`config.mk`:
```
export PLATFORM = sky130hd
export DESIGN_NAME = mem_link_responder
export DESIGN_NICKNAME = d
export VERILOG_FILES = /design/src/rtl/mem_link_pkg.sv /design/src/rtl/mem_link_word_ram.sv /design/src/rtl/mem_link_responder.sv
export SDC_FILE = /design/constraint.sdc
export NUM_CORES = 2
export LEC_CHECK = 0
export ABC_AREA = 1
export CAP_MARGIN = 25
export CELL_PAD_IN_SITES_DETAIL_PLACEMENT = 0
export CELL_PAD_IN_SITES_GLOBAL_PLACEMENT = 1
export CORE_MARGIN = 2
export CORE_UTILIZATION = 49
export CTS_BUF_LIST = sky130_fd_sc_hd__clkbuf_4 sky130_fd_sc_hd__clkbuf_8
export DETAILED_ROUTE_END_ITERATION = 10
export PLACE_DENSITY = 0.91
export SLEW_MARGIN = 30
export SYNTH_ARGS = -nofsm -noshare
export SYNTH_HDL_FRONTEND = slang
export SYNTH_HIERARCHICAL = 1
export SYNTH_SLANG_ARGS = --single-unit
```
`constraint.sdc`:
```
create_clock -name clk_i -period 5.25 [get_ports clk_i]
set_clock_uncertainty 0.1 [all_clocks]
set_input_delay 0.7875 -clock clk_i [delete_from_list [all_inputs] [get_ports clk_i]]
set_output_delay 0.7875 -clock clk_i [all_outputs]
set_load 0.05 [all_outputs]
```
`src/rtl/mem_link_pkg.sv`:
```
// Shared link/command definitions for the memory link responder.
// Link bit positions, the packed link view, opcodes and the command header layout.
package mem_link_pkg;

  localparam int LINK_W    = 68;
  localparam int DATA_W    = 64;
  localparam int V_BIT     = 64;
  localparam int LAST_BIT  = 65;
  localparam int READY_BIT = 66;
  localparam int RSVD_BIT  = 67;

  typedef struct packed {
    logic              rsvd;
    logic              ready_and;
    logic              last;
    logic              v;
    logic [DATA_W-1:0] data;
  } mem_link_t;

  typedef enum logic [3:0] {
    OP_READ  = 4'h0,
    OP_WRITE = 4'h1,
    OP_UNSUP = 4'hF
  } mem_op_e;

  typedef struct packed {
    logic [35:0] rsvd;
    logic [7:0]  id;
    logic [3:0]  len;
    logic [11:0] addr;
    logic [3:0]  opcode;
  } mem_hdr_t;

  // Response header: supported opcodes are echoed, anything else reports 0xF.
  function automatic logic [DATA_W-1:0] rsp_hdr(input logic [3:0] op,
                                                 input logic [3:0] len,
                                                 input logic [7:0] id);
    mem_hdr_t h;
    h = '0;
    if (op == OP_READ || op == OP_WRITE) begin
      h.opcode = op;
    end else begin
      h.opcode = OP_UNSUP;
    end
    h.len = len;
    h.id  = id;
    return h;
  endfunction

endpackage

```
`src/rtl/mem_link_word_ram.sv`:
```
// DEPTH x 64-bit flop storage: one write port, one asynchronous read port, synchronous clear.
module mem_link_word_ram
  import mem_link_pkg::*;
#(
  parameter int DEPTH = 16,
  parameter int AW    = 4
) (
  input  logic              clk_i,
  input  logic              clr_i,
  input  logic              we_i,
  input  logic [AW-1:0]     waddr_i,
  input  logic [DATA_W-1:0] wdata_i,
  input  logic [AW-1:0]     raddr_i,
  output logic [DATA_W-1:0] rdata_o
);

  logic [DATA_W-1:0] mem_q [DEPTH];

  // Storage update: clear takes priority over a write.
  always_ff @(posedge clk_i) begin
    if (clr_i) begin
      for (int i = 0; i < DEPTH; i++) begin
        mem_q[i] <= '0;
      end
    end else if (we_i) begin
      mem_q[waddr_i] <= wdata_i;
    end
  end

  assign rdata_o = mem_q[raddr_i];

endmodule

```
`src/rtl/mem_link_responder.sv`:
```
// Memory link responder: accepts read/write burst commands on the fwd link and
// answers on the rev link from a small word store.
module mem_link_responder
  import mem_link_pkg::*;
#(
  parameter int DEPTH = 16
) (
  input  logic              clk_i,
  input  logic              reset_n_i,
  input  logic [LINK_W-1:0] mem_fwd_link_i,
  output logic [LINK_W-1:0] mem_fwd_link_o,
  output logic [LINK_W-1:0] mem_rev_link_o
);

  localparam int AW = (DEPTH > 1) ? $clog2(DEPTH) : 1;

  typedef enum logic [2:0] {
    IDLE    = 3'd0,
    RX_DATA = 3'd1,
    TX_HDR  = 3'd2,
    TX_DATA = 3'd3,
    DRAIN   = 3'd4
  } state_e;

  state_e            state_q, state_d;
  logic [3:0]        op_q, op_d;
  logic [AW-1:0]     addr_q, addr_d;
  logic [3:0]        len_q, len_d;
  logic [3:0]        cnt_q, cnt_d;
  logic [7:0]        id_q, id_d;
  logic              rdy_en_q;

  logic              fwd_v_s, fwd_last_s, rev_ready_s;
  logic              fwd_ready_s, fwd_xfer_s, rev_xfer_s, we_s;
  logic [DATA_W-1:0] fwd_data_s, rdata_s;
  logic [AW-1:0]     word_addr_s;
  mem_hdr_t          hdr_s;
  mem_link_t         rev_s;
  logic              unused_s;

  assign fwd_v_s     = mem_fwd_link_i[V_BIT];
  assign fwd_last_s  = mem_fwd_link_i[LAST_BIT];
  assign rev_ready_s = mem_fwd_link_i[READY_BIT];
  assign fwd_data_s  = mem_fwd_link_i[DATA_W-1:0];
  assign hdr_s       = mem_hdr_t'(fwd_data_s);
  assign fwd_xfer_s  = fwd_v_s & fwd_ready_s;
  assign rev_xfer_s  = rev_s.v & rev_ready_s;
  assign word_addr_s = addr_q + AW'(cnt_q);
  assign unused_s    = ^{mem_fwd_link_i[RSVD_BIT], hdr_s.rsvd, hdr_s.addr};

  mem_link_word_ram #(
    .DEPTH (DEPTH),
    .AW    (AW)
  ) u_ram (
    .clk_i   (clk_i),
    .clr_i   (~reset_n_i),
    .we_i    (we_s),
    .waddr_i (word_addr_s),
    .wdata_i (fwd_data_s),
    .raddr_i (word_addr_s),
    .rdata_o (rdata_s)
  );

  // Next-state and link outputs; rev outputs depend on registered state only.
  always_comb begin
    state_d     = state_q;
    op_d        = op_q;
    addr_d      = addr_q;
    len_d       = len_q;
    id_d        = id_q;
    cnt_d       = cnt_q;
    we_s        = 1'b0;
    fwd_ready_s = 1'b0;
    rev_s       = '0;
    case (state_q)
      IDLE: begin
        fwd_ready_s = rdy_en_q;
        if (fwd_xfer_s) begin
          op_d   = hdr_s.opcode;
          addr_d = hdr_s.addr[AW-1:0];
          len_d  = hdr_s.len;
          id_d   = hdr_s.id;
          cnt_d  = 4'd0;
          if (hdr_s.opcode == OP_READ) begin
            state_d = TX_HDR;
          end else if (hdr_s.opcode == OP_WRITE) begin
            state_d = RX_DATA;
          end else if (fwd_last_s) begin
            state_d = TX_HDR;
          end else begin
            state_d = DRAIN;
          end
        end else begin
          state_d = IDLE;
        end
      end
      RX_DATA: begin
        fwd_ready_s = 1'b1;
        if (fwd_xfer_s) begin
          we_s = 1'b1;
          if (cnt_q == len_q) begin
            state_d = TX_HDR;
            cnt_d   = 4'd0;
          end else begin
            cnt_d = cnt_q + 4'd1;
          end
        end else begin
          state_d = RX_DATA;
        end
      end
      DRAIN: begin
        fwd_ready_s = 1'b1;
        if (fwd_xfer_s && fwd_last_s) begin
          state_d = TX_HDR;
        end else begin
          state_d = DRAIN;
        end
      end
      TX_HDR: begin
        rev_s.v    = 1'b1;
        rev_s.data = rsp_hdr(op_q, len_q, id_q);
        rev_s.last = (op_q != OP_READ);
        if (rev_xfer_s) begin
          state_d = (op_q == OP_READ) ? TX_DATA : IDLE;
          cnt_d   = 4'd0;
        end else begin
          state_d = TX_HDR;
        end
      end
      TX_DATA: begin
        rev_s.v    = 1'b1;
        rev_s.data = rdata_s;
        rev_s.last = (cnt_q == len_q);
        if (rev_xfer_s) begin
          if (cnt_q == len_q) begin
            state_d = IDLE;
          end else begin
            cnt_d = cnt_q + 4'd1;
          end
        end else begin
          state_d = TX_DATA;
        end
      end
      default: begin
        state_d = IDLE;
      end
    endcase
  end

  // Output link assembly: only ready_and is driven on the fwd return path.
  always_comb begin
    mem_fwd_link_o            = '0;
    mem_fwd_link_o[READY_BIT] = fwd_ready_s;
    mem_rev_link_o            = rev_s;
  end

  // State registers; rdy_en_q keeps fwd ready low for the cycle after reset.
  always_ff @(posedge clk_i) begin
    if (!reset_n_i) begin
      state_q  <= IDLE;
      op_q     <= 4'd0;
      addr_q   <= '0;
      len_q    <= 4'd0;
      cnt_q    <= 4'd0;
      id_q     <= 8'd0;
      rdy_en_q <= 1'b0;
    end else begin
      state_q  <= state_d;
      op_q     <= op_d;
      addr_q   <= addr_d;
      len_q    <= len_d;
      cnt_q    <= cnt_d;
      id_q     <= id_d;
      rdy_en_q <= 1'b1;
    end
  end

endmodule

```
==> results.toml <==
[outcome]
outcome = "completed"

[cts]
cts_max_path_buffers = 3
cts_made_buffers = 169
cts_max_level = 4
clk_latency_ps = 860
root_buffer = "clkbuf_8"
path_clk_slew_ps = 60
tritoncts = "built"
cts_hold_buffers = 0
cts_sinks = 1052

[die]
start_util_pct = 49.31
core_area_um2 = 105100
rows = 119
die_w_um = 329.3
die_area_um2 = 108400
die_y_um = 329.3
io_pins = 206

[route]
drt-vias-per-instance = 5.313
wl_per_cell_um = 20.08
drt_iter0_markers = 4413
ant_nets = 0
routed_wl_um = 148000
drc = 0
first_pass_iters = 6
vias = 39170

[worst_setup_path]
slowest_delay_ps = 590
worstSetupStartpointType = "flop"
critical_path_class = "flop to primary output"
cp_slowest_cell = "buf_12"
critPathTopFamily = "buffers and inverters"
crit_required_ps = 4360
cp.arrival_ps = 4230
crit_chain = "ha_4 > inv_1 > fa_1 > xnor2_2 > buf_12 > buf_4 > nand3_1 > nand3_1 > nand2_1 > nand2_1 > nand2_1 > buf_12"
worstPathMaxFanout = 99
cpMostUsedCell = "nand2_1"
cp-end-kind = "primary output"
crit_buf_inv = 4

[synth]
ys_seq_area_share_pct = 60.40
synthCells = 5857
synth_edf_count = 1024
synth_common_cells = "nand2_1 (1,451), nor2_1 (1,046), edfxtp_1 (1,024)"
avgSynthCellArea_um2 = 8.850
async_reset_ff_share_pct = 0
synthTopCellsByArea = "edfxtp_1 (59%), nand2_1 (11%), nor2_1 (7.6%)"
synth_area_um2 = 51840
yosysUniqueCellTypes = 34
yosysWarnings = 6
synth_flop_cell = "edfxtp_1"
synth-seq-cells = 1052
yosysMostFrequentCell = "nand2_1"
yosysTopAreaCellShare_pct = 59.32
synth_top_area_cell = "edfxtp_1"

[final_layout]
stdcell_count = 7372
final_cell_area_um2 = 57240
final_layout_size_suffix_gt1_share_pct = 8.478
fillCellCount = 9249
areaGrowthSynthToFinish_pct = 10.43
layout.nets = 5927

[sta]
finalSetupViolCount = 0
rsz0062_at_grt = "true"
slew_headroom_pct = 36.56
fin_crit_sh_pct = 97.38
fin_ws_ps = 137.4
max_freq_ghz = 0.1956
hold_slack_ps = 345.4
maxSlewViolCount = 0
fin_crit_ps = 5113
worst_pin_slew_ps = 951.6
final-hold-violation-count = 0

[global_routing]
grt_overflow = 0
grtUsageTotal_pct = 27.21
grt_pass1_vias = 37750
grt_max_degree = 157
antenna_found_initial = 2
grt_pass1_wl_um = 222600

[power_and_ir_drop]
p_leak_nw = 25.81
total_power_w = 0.02143
power.density_nw_per_um2 = 374.4
vdd_drop_max_mv = 0.3372

[worst_hold_path]
hold_path.class = "flop to flop"

[place]
port_buffers = 135
place_congestion = 0.7849
dp_worst_setup_slack_ps = 788.2
place_inst = 7071
dp_hpwl_um = 74240
placed_area_um2 = 53980

[job]
max_cap_violations = 0
-- sequential cells by signal, summed over array words and instances, names as in the netlist --
signal,count
u_ram/mem_q,1024
addr_q,4
op_q,4
len_q,4
state_q,3
rdy_en_q,1
id_q,8
cnt_q,4
-- final timing paths --
path	start	endpoint	slack, ps	cells after the start
worst max-delay path	cnt_q[0]	mem_rev_link_o[1]	140	12
worst min-delay path	id_q[1]	id_q[1]	350	2
worst max register to register	cnt_q[0]	u_ram/mem_q[10][46]	700	11
worst min register to register	id_q[1]	id_q[1]	350	2
-- worst reg2reg max path, cell delays in order, from the launching register on --
cell	delay (ps)
dfxtp_1	460
ha_4	170
inv_1	50
fa_1	520
inv_8	360
buf_12	430
buf_12	370
inv_1	90
nor2_1	560
nand2_4	120
nand2_4	510
buf_12	430
-- final cells by class --
class                      count  area [µm²]  share of cell area (%)
tap                         1391        1740                   3.040
clock inverter                63       365.4                  0.6383
multi-input combinational   3478       14660                   25.62
inverter                     924        3506                   6.125
timing repair buffer         227        2808                   4.905
antenna                        1       2.502                0.004372
sequential                  1052       31310                   54.70
clock buffer                 236        2848                   4.975
-- logic make-up (layout without fill, tap and decap cells) --
logic type / after synthesis / after routing / share of synthesized area, %
xor gates and xnor gates: 7 / 7 / 0.1183
buffers and inverters: 1395 / 1450 / 12.32
AOI/OAI and AO/OA: 62 / 62 / 0.6517
adders and majority gates: 5 / 5 / 0.1352
other: 1 / 70 / 0.007234
and+or+nand+nor: 3335 / 3335 / 26.36
DFF: 1052 / 1052 / 60.40
-- power by group --
group | total [W] | internal [W] | switching, W
clock network | 0.00683 | 0.00352 | 0.00331
logic | 0.00498 | 0.00134 | 0.00363
registers | 0.00963 | 0.00953 | 0.0000964
-- layout by cell type, fill, tap and decap left out, types with 33 or more instances in the layout --
master           netlist  routed
nand2_1             1451    1419
nor2_1              1046    1046
edfxtp_1            1024    1024
inv_1                915     912
nand3_1              780     780
clkbuf_8               0     172
clkdlybuf4s50_1        0      71
conb_1                 1      69
buf_4                 93      66
buf_12                 0      65
clkbuf_4               0      64
nor2_2                43      43
clkinv_1               1      42
nand2_4                1      33
-- per-stage QoR --
step / util (%) / TNS (ps)
after detailed placement: 51.35 / 0
after floorplan: - / 0
after CTS: 54.42 / -0.5023
after global routing: 54.46 / -44.37
final: 54.46 / 0
after global placement: 51.32 / 0
-- routing by layer --
metal  GRT usage, %  share of wire [%]  routed length (µm)  vias to the layer above
met5              0             0.0088                  13                        -
li1               -                  -                   -                    18160
met1          34.54                 37               55270                    18360
met2          44.90                 48               70400                     2185
met4          13.87                4.9                7281                        2
met3          4.812                 10               15090                      464
-- what timing repair did --
action / in CTS / in global routing
pin swaps: 0 / 0
cloned: 0 / 1
gates resized for setup: 10 / 5
setup buffers: 0 / 0
setup endpoints to repair: 40 / 24
(Power assumes the default switching activity.)
